### src/rtl/bcd_counter_scan.sv
// Multi-digit BCD up/down counter with prescaled count tick and a multiplexed digit scan.
// Optional build macro BLANK_LEADING_ZEROS_EN: leading-zero digits (except digit 0) are scanned out as 4'hF.
module bcd_counter_scan #(
  parameter int NDIG     = 4,
  parameter int TICK_DIV = 50_000_000,
  parameter int SCAN_DIV = 50_000
) (
  input  logic                clk,
  input  logic                rst,
  input  logic                en,
  input  logic                up,
  input  logic                load,
  input  logic [4*NDIG-1:0]   load_val,
  output logic [4*NDIG-1:0]   count,
  output logic                carry,
  output logic [3:0]          digit,
  output logic [NDIG-1:0]     sel
);

  localparam int PW = $clog2(TICK_DIV);
  localparam int SW = $clog2(SCAN_DIV);
  localparam int IW = (NDIG > 1) ? $clog2(NDIG) : 1;

  logic [PW-1:0]     pre;
  logic [SW-1:0]     scnt;
  logic [IW-1:0]     idx;
  logic              tick;
  logic              scan_term;
  logic [4*NDIG-1:0] load_clean;
  logic [4*NDIG-1:0] step_val;
  logic              wrap;
  logic              cin;
  logic [3:0]        nib;
  logic [3:0]        digit_nxt;
`ifdef BLANK_LEADING_ZEROS_EN
  logic              blank;
`endif

  assign tick      = en && (pre == PW'(TICK_DIV - 1));
  assign scan_term = (scnt == SW'(SCAN_DIV - 1));

  // Ripple increment/decrement across all digits; wrap is the carry/borrow out of the top digit.
  always_comb begin
    load_clean = '0;
    step_val   = count;
    cin        = 1'b1;
    nib        = '0;
    for (int unsigned i = 0; i < NDIG; i++) begin
      load_clean[4*i +: 4] = (load_val[4*i +: 4] > 4'd9) ? 4'd0 : load_val[4*i +: 4];
      nib = count[4*i +: 4];
      if (cin) begin
        if (up) begin
          if (nib == 4'd9) nib = 4'd0;
          else begin
            nib = nib + 4'd1;
            cin = 1'b0;
          end
        end else begin
          if (nib == 4'd0) nib = 4'd9;
          else begin
            nib = nib - 4'd1;
            cin = 1'b0;
          end
        end
      end
      step_val[4*i +: 4] = nib;
    end
    wrap = cin;
  end

  always_comb begin
`ifdef BLANK_LEADING_ZEROS_EN
    blank = (idx != '0);
    for (int unsigned j = 0; j < NDIG; j++) begin
      if (j >= 32'(idx) && count[4*j +: 4] != 4'd0) blank = 1'b0;
    end
    digit_nxt = blank ? 4'hF : count[4*idx +: 4];
`else
    digit_nxt = count[4*idx +: 4];
`endif
  end

  always_ff @(posedge clk) begin
    if (rst) begin
      count <= '0;
      carry <= 1'b0;
      digit <= '0;
      sel   <= '1;
      pre   <= '0;
      scnt  <= '0;
      idx   <= '0;
    end else begin
      carry <= 1'b0;
      if (load) begin
        count <= load_clean;
        pre   <= '0;
      end else begin
        if (en) pre <= tick ? '0 : pre + PW'(1);
        if (tick) begin
          count <= step_val;
          carry <= wrap;
        end
      end

      if (scan_term) begin
        scnt <= '0;
        idx  <= (idx == IW'(NDIG - 1)) ? '0 : idx + IW'(1);
      end else begin
        scnt <= scnt + SW'(1);
      end

      sel   <= ~(NDIG'(1) << idx);
      digit <= digit_nxt;
    end
  end

endmodule
### config.mk
export PLATFORM = sky130hd
export DESIGN_NAME = bcd_counter_scan
export DESIGN_NICKNAME = d
export VERILOG_FILES = /design/src/rtl/bcd_counter_scan.sv
export SDC_FILE = /design/constraint.sdc
export NUM_CORES = 1
export LEC_CHECK = 0
export BUFFER_PORTS_ARGS = -buffer_cell sky130_fd_sc_hd__buf_2
export CAP_MARGIN = 20
export CORE_MARGIN = 2
export CORE_UTILIZATION = 45
export CTS_CLUSTER_SIZE = 20
export DETAILED_ROUTE_END_ITERATION = 6
export GPL_TIMING_DRIVEN = 0
export HOLD_SLACK_MARGIN = 0.06
export MAX_ROUTING_LAYER = met4
export PLACE_DENSITY = 0.74
export SLEW_MARGIN = 20
export SYNTH_ARGS = -nofsm -noshare
export SYNTH_HDL_FRONTEND = slang
export SYNTH_SLANG_ARGS = --single-unit
### constraint.sdc
create_clock -name clk -period 3.59 [get_ports clk]
set_clock_uncertainty 0.1 [all_clocks]
set_input_delay 0.1795 -clock clk [delete_from_list [all_inputs] [get_ports clk]]
set_output_delay 0.1795 -clock clk [all_outputs]
set_load 0.05 [all_outputs]
-- Word level (Yosys, flattened, before mapping)
Cells that the tools add are included.
- register bits after elaboration: 69
- bits in latches: 0
- RAM bits: 0
- memory bits (read-only): 0
- bits of input ports: 21
- output and inout bits: 25
- word-level logic and storage cells: 89
- memories: 0
- add/subtract/negate cells: 11
- multiply operators: 0
- div/mod/pow operators: 0
- order comparisons: 4
- equal/unequal tests: 7
- shift-type cells: 2
- multiplexer cells: 37
- bitwise logic cells: 3
- reduce and logical (&&, ||, !) cells: 15
- operators by type and width (cell ; number):
    4-bit 2-to-1 mux ; 19
    16-bit 2-to-1 mux ; 2
    26-bit by 1-bit adder with 26-bit output, second input constant ; 1
    26-bit equality test, second input constant ; 1
    26-bit 2-to-1 mux ; 1
    16-bit by 1-bit adder with 16-bit output, second input constant ; 1
    4-bit by 1-bit adder with 4-bit output, second input constant ; 4
    16-bit equality test, second input constant ; 1
    4-bit equality test, second input constant ; 4
    4-bit greater-than comparator, second input constant ; 4
    4-bit logical NOT ; 4
    16-bit by 5-bit variable part select with 4-bit output ; 1
    4-bit by 1-bit subtractor with 4-bit output, second input constant ; 4
    1-bit 2-to-1 mux ; 14
    2-bit nonzero test ; 4
    2-bit AND reduction ; 3
    4-bit inverter ; 1
    2-bit OR reduction ; 2
    4-bit OR reduction ; 1
    1-bit by 2-bit << shifter with 4-bit output, first input constant ; 1
    2-bit by 1-bit adder with 2-bit output, second input constant ; 1
    2-bit equality test, second input constant ; 1
    2-bit 2-to-1 mux ; 1
    1-bit inverter ; 2
    1-bit logical AND ; 1

-- Logic depth before layout (Yosys ltp)
Gate-level depths: netlist of run 1.
- depth after elaboration: 8
- gate-level depth with buffers: 8
- mapped depth without buffers: 6

-- Worst setup path after synthesis of run 1
No wires, ideal clock.
- path kind: register -> register
- start point: register count[0]
- end point: register count[15]
- library setup time: 91 ps
- data arrival time: 2458 ps
- required time: 3399 ps
- slack: 941 ps
- stages on the path, launching flop included: 7
- buffers on the path: 1
- period minus slack after synthesis: 2649 ps
- cells stage by stage: dfxtp_1 -> clkbuf_1 -> and3_1 -> o21ai_0 -> or4_4 -> or4_1 -> a311oi_1
- longest elaborated chain between the ends: 7
- elaborated cells on any way between the ends: 9
- classes of those cells: eq/ne (1); mux (5); reduce/logical (3)
- RTL lines (item ; RTL line ; text):
    from (decl) ; 14 ; output logic [4*NDIG-1:0] count,
    from (signal assigned) ; 95 ; count <= load_clean;
    from (signal assigned) ; 100 ; count <= step_val;
    4-bit equality test or 4-bit logical NOT (tied branches) ; 53, 59 ;
    1-bit 2-to-1 mux, on equally long branches ; 53, 59 ;
    1-bit 2-to-1 mux (*) ; 52 ; if (up) begin
    1-bit 2-to-1 mux (*) (2 in series) ; 51 ; if (cin) begin
    2-bit nonzero test (no line) (*) ; n/a ;
    2-bit AND reduction (no line) (*) ; n/a ;
Every way passes the cells marked *; elsewhere a longest branch is shown, timed or not.
A chain may end at the register's enable or synchronous reset.

-- Worst setup path after layout of run 1
- start point: register pre[0]
- end point: register count[13]
- longest elaborated chain between the ends: 4
- RTL lines (item ; RTL line ; text):
    from (decl) ; 24 ; logic [PW-1:0] pre;
    from (signal assigned) ; 98 ; if (en) pre <= tick ? '0 : pre + PW'(1);
    26-bit equality test ; 39 ; assign tick = en && (pre == PW'(TICK_DIV - 1));
    1-bit logical AND ; 39 ;
    2-bit nonzero test (no line) ; n/a ;
    2-bit AND reduction (no line) ; n/a ;
Every way passes these cells.

==> results_dict.tcl, run 1 <==
set metrics [dict create \
    number_of_global_route_vias_before_repair 3311 \
    period_share_pct 79.93 \
    routed_wirelength_um 9504 \
    detail_route.first_pass.iterations 5 \
    die_area_um2 9082 \
    critical-path-top-delay-family "simple AND/OR/NAND/NOR gates" \
    place_congestion 0.9020 \
    rrSetupSlack_ns 0.72 \
    detailroute.via_count 3585 \
    die_width_um 95.30 \
    initial_core_util_pct 46.12 \
    setup_viol_count_final 0 \
    timing.critical_path.from_type "flip-flop" \
    launching_point_of_the_worst_reg2reg_path "pre[0]$_SDFFE_PP0P_" \
    xor_xnor_share_of_the_synthesized_area_pct 10.51 \
    cpPeakStageDelay_ns 0.58 \
    hold_path_class "input port to flip-flop" \
    syn_to_final_growth_pct 17.98 \
    netlist_instances 456 \
    count_of_pins_over_their_slew_limit 0 \
    synth_edf_count 0 \
    ys_top_cells_by_area "dfxtp_1 37%, nor2_1 6.4%, xor2_1 5.8%" \
    synth.ff_latch_count 69 \
    asyncSetResetFlopFracSynth_pct 0 \
    chipHeight_um 95.30 \
    synth_adder_area_share_pct 2.001 \
    post_synth_mux_area_share_pct 3.469 \
    critical_path_buf_inv_count 1 \
    largest_net_degree_at_the_start_of_global_routing 14 \
    core_box_area_um2 8134 \
    post_cts.resized_instances 0 \
    criticalPathCategory "flip-flop to flip-flop" \
    timing.reg2reg.worst_path_depth 7 \
    post_synth_num_cell_types 50 \
    path_cells "ha_1, nand3_2, or4_4, or4_4, clkbuf_1, nor4b_1, o31a_1" \
    drc_errors 0 \
    final_net_count 550 \
    synth_largest_area_cell "dfxtp_1" \
    ctsHtreeMaxLevel 3 \
    power.total_mw 1.678 \
    drive_gt1_share_pct 14.39 \
    overflow 0 \
    ir_drop_uv 236.1 \
    syn_area_um2 3751 \
    synth_fp_nets 483 \
    maxCapViolations 0 \
    endpoint_kind "flip-flop" \
    final.fill_count 749 \
    cts_inserted_buffers 9 \
    clk_pin_slew_ns 0.08 \
    cts.sinks 69 \
    yosys.area_share.simple_pct 31.35 \
    cts_tree "yes" \
    synth_area_per_cell_um2 8.226 \
    worst_setup_path_startpoint "pre[0]$_SDFFE_PP0P_" \
    route.antenna.remaining_nets 0 \
    share_of_the_synthesized_area_in_compound_gates_ao_oa_aoi_oai_pct 11.67 \
    num_io_pins 46 \
    startpoint_of_the_most_critical_hold_path "rst" \
    buffers_added_on_ports 45 \
    synth_top_area_share_pct 36.82 \
    synth-warning-count 0 \
    clockBufferDepth 2 \
    max_freq_mhz 348.5 \
    n_antenna_cell 0 \
    worstMarginPinSlew_ns 0.7700 \
    worst-path-stages 7 \
    path_common_cell "or4_4" \
    grt_setup_unrepaired "false" \
    max_slew_margin_pct 48.27 \
    outcome "complete, no violations" \
    synth_top_family_by_area "simple AND/OR/NAND/NOR gates" \
    crit_required_ns 3.80 \
    wl_per_cell_um 15.01 \
    timing.setup.tns_ns 0 \
    timing_endpoint_of_the_critical_path "count[13]$_SDFFE_PP0P_" \
    clock_insertion_delay_worst_skew_ns 0.36 \
    drt-vias-per-instance 5.664 \
    timing.final.hold_violations 0 \
    number_of_antenna_violations_at_the_first_check_in_global_routing 0 \
    finalCriticalPeriod_ns 2.869 \
    drt_iter0_markers 174 \
    critical_path.max_fanout 10 \
    power_leakage_nw 1.603 \
    ys_seq_area_share_pct 36.82 \
    synth_top_flop_cell "dfxtp_1" \
    timing.critical_path.arrival_ns 3.08 \
    cts.repair_timing.setup_buffer_count 0 \
    cpMaxStageDelayCell "or4_4" \
    hpwlAfterDp_um 6713 \
    ctsRootBufferMaster "clkbuf_8" \
    grt_usage_pct 22.87 \
    reg2reg_to "count[13]$_SDFFE_PP0P_" \
    grt_first_pass_wirelength_um 15670 \
    fp-row-count 33 \
    cellPowerDensity_nw_per_um2 379.2 \
]
==> power breakdown <==
group          total (mW)  internal [mW]  switching [mW]
Combinational       0.215         0.0738           0.141
Sequential          0.792          0.780          0.0119
Clock               0.672          0.344           0.328
==> cells by family after synthesis <==
group / count (synthesis)
simple gates: 220
flops: 69
mux: 8
compound gates: 68
xor+xnor: 45
fa+ha+maj: 6
buf+inv: 40
==> cell type report <==
type | count | area, um^2 | share of cell area (%)
Timing Repair Buffer | 56 | 335.3 | 7.577
Inverter | 9 | 33.78 | 0.7634
Sequential cell | 69 | 1381 | 31.21
Buffer | 31 | 122.6 | 2.771
Tap cell | 105 | 131.4 | 2.969
Clock buffer | 10 | 137.6 | 3.110
Clock inverter | 6 | 70.07 | 1.583
Multi-Input combinational cell | 347 | 2213 | 50.01
==> Yosys cell counts (all sizes together) (3+ instances only) <==
master  number
dfxtp       69
nor2        64
clkbuf      26
nand2       25
xor2        25
xnor2       20
a21oi       19
nand3       19
and3        18
nor3        18
o21ai       15
nand4       14
inv          9
nand2b       9
nor4         8
or3          7
or4          7
ha           6
nor2b        6
a211oi       5
a31oi        5
buf          5
nor4b        5
mux2i        4
mux4         4
nand3b       4
nor3b        4
or2          4
a221o        3
a221oi       3
nor4bb       3
o211ai       3
o21a         3
==> cell usage in the layout (no fill, tap or decap), types with 4 or more instances in the layout <==
cell,n
xnor2_1,20
dfxtp_1,69
nor2_1,64
xor2_1,25
or4_1,5
a211oi_1,5
nand2b_1,9
o21ai_0,15
mux2i_1,4
nor3_1,18
ha_1,6
dlygate4sd3_1,11
nand3b_1,4
nand4_1,13
clkbuf_8,10
nor4b_1,5
mux4_2,4
nand3_1,18
inv_1,9
buf_2,47
a21oi_1,19
nor2b_1,6
and3_1,18
or2_2,4
clkbuf_1,26
or3_1,7
nor4_1,8
nand2_1,25
a31oi_1,5
nor3b_1,4
==> how the worst min path moves through the flow <==
stage                            end  slack (ns)  cells past startpoint
2_1_floorplan  count[3]$_SDFFE_PP0P_        0.21                      2
3_3_place_gp      scnt[0]$_SDFF_PP0_        0.33                      1
3_5_place_dp      scnt[0]$_SDFF_PP0_        0.34                      1
4_1_cts        count[3]$_SDFFE_PP0P_        0.07                      4
5_1_grt        count[1]$_SDFFE_PP0P_        0.09                      4
6_report         pre[1]$_SDFFE_PP0P_        0.09                      3
==> flip-flops by register name (all words and copies together), names as in the netlist <==
| signal | cells |
|---|---|
| carry | 1 |
| count | 16 |
| digit | 4 |
| idx | 2 |
| pre | 26 |
| scnt | 16 |
| sel | 4 |
==> worst register-to-register path, cell delays in order, from the launching register on <==
cell	delay, ns
dfxtp_1	0.39
ha_1	0.22
nand3_2	0.12
or4_4	0.57
or4_4	0.58
clkbuf_1	0.26
nor4b_1	0.44
o31a_1	0.16
==> metal layers <==
layer	GRT usage, %	vias to the layer above	routed length [um]
met5	-	-	0
met4	10.39	0	195
met3	3.715	17	503
met2	35.68	119	4497
met1	29.12	1684	4307
li1	-	1765	-
==> per-stage QoR <==
step / cell area [um^2] / setup WS, ns / hold slack, ns / utilization, % / std cells
2_1_floorplan: 3751 / 0.9413 / 0.2099 / - / 456
3_3_place_gp: 4108 / 0.8165 / 0.3261 / 50.50 / 606
3_5_place_dp: 4108 / 0.7590 / 0.3447 / 50.50 / 606
4_1_cts: 4425 / 0.7347 / 0.07078 / 54.41 / 633
5_1_grt: 4425 / 0.5899 / 0.09347 / 54.41 / 633
6_report: 4425 / 0.7206 / 0.08836 / 54.41 / 633
==> repair_timing <==
item / 4_1_cts / 5_1_grt
hold buffers: 11 / 0
endpoints found under the setup margin: 0 / 0
hold endpoints to repair: 11 / 0
No activity file was read; power rests on OpenSTA's default activity.
==> run 2, diff against run 1 <==
PLACE_DENSITY = 0.77   (was 0.74)
clock period = 2.6 ns   (was 3.59 ns; I/O delays follow)
==> run 2 against run 1 <==
Against the previous run: fmax rose by 12%; routed wire length rose by 2.8%; total power rose by 43%; count of clock-buffer cells in the layout did not move; global-route usage fell by 0.21 points; first-iteration DRC count rose by 37%; worst hold slack got worse by 0.019 ns; critical path depth fell by 2; non-clock buffer count rose by 9; critical path type unchanged; critical endpoint is now count[14]$_SDFFE_PP0P_.
==> results_dict.tcl, run 2 (same netlist as run 1, synthesis figures left out) <==
set metrics [dict create \
    placedCellCount 606 \
    launching_point_of_the_worst_reg2reg_path "pre[4]$_SDFFE_PP0P_" \
    clk_pin_slew_ns 0.08 \
    initial_core_util_pct 46.12 \
    largest_register_ff_count 26 \
    max_freq_mhz 389.3 \
    worstMarginPinSlew_ns 0.6073 \
    power.share.switching_pct 27.15 \
    stdcell_area_um2 4628 \
    number_of_antenna_violations_at_the_first_check_in_global_routing 0 \
    die_width_um 95.30 \
    setup_viol_count_final 0 \
    drc_errors 0 \
    criticalPathCategory "flip-flop to flip-flop" \
    timing.critical_path.from_type "flip-flop" \
    num_io_pins 46 \
    timing.final.hold_violations 0 \
    final_net_count 559 \
    finalCriticalPeriod_ns 2.569 \
    n_antenna_cell 0 \
    overflow 0 \
    grt_usage_pct 22.66 \
    timing_endpoint_of_the_critical_path "count[14]$_SDFFE_PP0P_" \
    buffers_added_on_ports 45 \
    worst_setup_path_startpoint "pre[4]$_SDFFE_PP0P_" \
    drt_iter0_markers 238 \
    largest_net_degree_at_the_start_of_global_routing 13 \
    maxCapViolations 0 \
    switchingPower_uw 650.9 \
    finalNonFillerCells 642 \
    rrSetupSlack_ns 0.03 \
    hold_path_class "input port to flip-flop" \
    chipHeight_um 95.30 \
    startpoint_of_the_most_critical_hold_path "load_val[10]" \
    comb_power_share_pct 12.9 \
    grt_first_pass_wirelength_um 15620 \
    largest-register "pre" \
    ir_drop_uv 292.9 \
    cellPowerDensity_nw_per_um2 518.0 \
    max_slew_margin_pct 59.20 \
    cts_tree "yes" \
    cts_inserted_buffers 9 \
    core_box_area_um2 8134 \
    hold-path-cell-count 3 \
    drive_gt1_share_pct 18.06 \
    routed_wirelength_um 9771 \
    clockBufferDepth 2 \
    cts.sinks 69 \
    endpoint_kind "flip-flop" \
    timing.reg2reg.worst_path_depth 5 \
    critical_path.max_fanout 6 \
    crit_required_ns 2.74 \
    place_congestion 0.9262 \
    timing.critical_path.arrival_ns 2.71 \
    clock_power_share_pct 41.6 \
    hpwlAfterDp_um 6633 \
    mostFrequentLayoutCells "64 x nor2_1, 60 x dfxtp_1, 46 x buf_2" \
    timing.setup.tns_ns 0 \
    reg2reg_to "count[14]$_SDFFE_PP0P_" \
    grt_setup_unrepaired "true" \
    period_share_pct 98.80 \
    mostFrequentLayoutCell "nor2_1" \
    internal_power_mw 1.747 \
    dpl-instance-area_um2 4109 \
    layout_top_registers "pre x26, count x16, scnt x16" \
    drt-vias-per-instance 5.642 \
    power_leakage_nw 1.683 \
    route.antenna.remaining_nets 0 \
    syn_to_final_growth_pct 23.38 \
    ctsRootBufferMaster "clkbuf_8" \
    count_of_pins_over_their_slew_limit 0 \
    ctsHtreeMaxLevel 3 \
    wl_per_cell_um 15.22 \
    power.total_mw 2.398 \
    fp-row-count 33 \
    power_frac_seq_pct 45.5 \
    clock_insertion_delay_worst_skew_ns 0.35 \
    detail_route.first_pass.iterations 5 \
    detailroute.via_count 3622 \
    number_of_global_route_vias_before_repair 3368 \
    die_area_um2 9082 \
    outcome "complete, no violations" \
]
==> run 2: cell count changes in the layout (fill, tap and decap cells not counted), moves of 2 or more <==
cell	delta
dfxtp_1	-9
dlygate4sd3_1	+8
dfxtp_4	+6
clkbuf_1	-5
buf_4	+4
dfxtp_2	+3
clkbuf_2	+2
clkinv_2	+2
clkinvlp_4	-2
inv_6	-2
==> run 2: per-layer routing <==
metal	up-vias	routed length, um	GRT usage [%]
met5	-	0	-
met4	0	182	8.454
met3	20	572	5.375
met2	145	4825	36.91
met1	1675	4191	27.23
li1	1782	-	-
==> run 2: cell type report <==
| cell class | instances | area [um^2] |
|---|---|---|
| clock inverters | 6 | 86.33 |
| repair buffers | 67 | 440.4 |
| plain buffers | 29 | 121.4 |
| inverters | 9 | 33.78 |
| flip-flops and latches | 69 | 1408 |
| fillers | 724 | 3506 |
| well taps | 105 | 131.4 |
| multi-input cells | 347 | 2270 |
| clock buffers | 10 | 137.6 |
==> run 2: how the worst min path moves through the flow <==
stage	to	slack [ns]
after global routing	count[1]$_SDFFE_PP0P_	0.07
after detailed placement	count[12]$_SDFFE_PP0P_	0.28
final	count[10]$_SDFFE_PP0P_	0.07
after floorplan	count[3]$_SDFFE_PP0P_	0.16
after CTS	count[1]$_SDFFE_PP0P_	0.06
after global placement	count[12]$_SDFFE_PP0P_	0.30
==> run 2: what timing repair did <==
item / in CTS / in global routing
gates cloned: 0 / 0
resized for setup: 8 / 22
setup buffers: 1 / 2
endpoints found under the hold margin: 14 / 0
hold buffers: 19 / 0
endpoints found under the setup margin: 30 / 12
pin swaps: 2 / 6
==> run 2: stage by stage <==
stage               hold slack, ns  setup WS, ns  util (%)
finish                     0.06952       0.03122     56.90
global route               0.07008      -0.01689     56.90
CTS                        0.06051       0.01512     55.99
detailed placement          0.2823       -0.2269     50.52
global placement            0.2987       -0.1965     50.52
floorplan                   0.1604       0.01344         -
==> run 2: power by group through the flow <==
stage          registers [mW]  clock network, mW  logic (mW)
2_1_floorplan            1.17                  0       0.147
3_3_place_gp             1.12                  0       0.274
3_5_place_dp             1.12                  0       0.280
4_1_cts                  1.09               1.01       0.304
5_1_grt                  1.09               1.06       0.333
6_report                 1.09              0.998       0.309
==> run 2: critical path, cell delays in order, from the launching register on <==
cell and delay [ns]:
dfxtp_4 0.38, nand4_4 0.13, or4_4 0.56, or4_4 0.60, or2_2 0.35, a221o_1 0.33
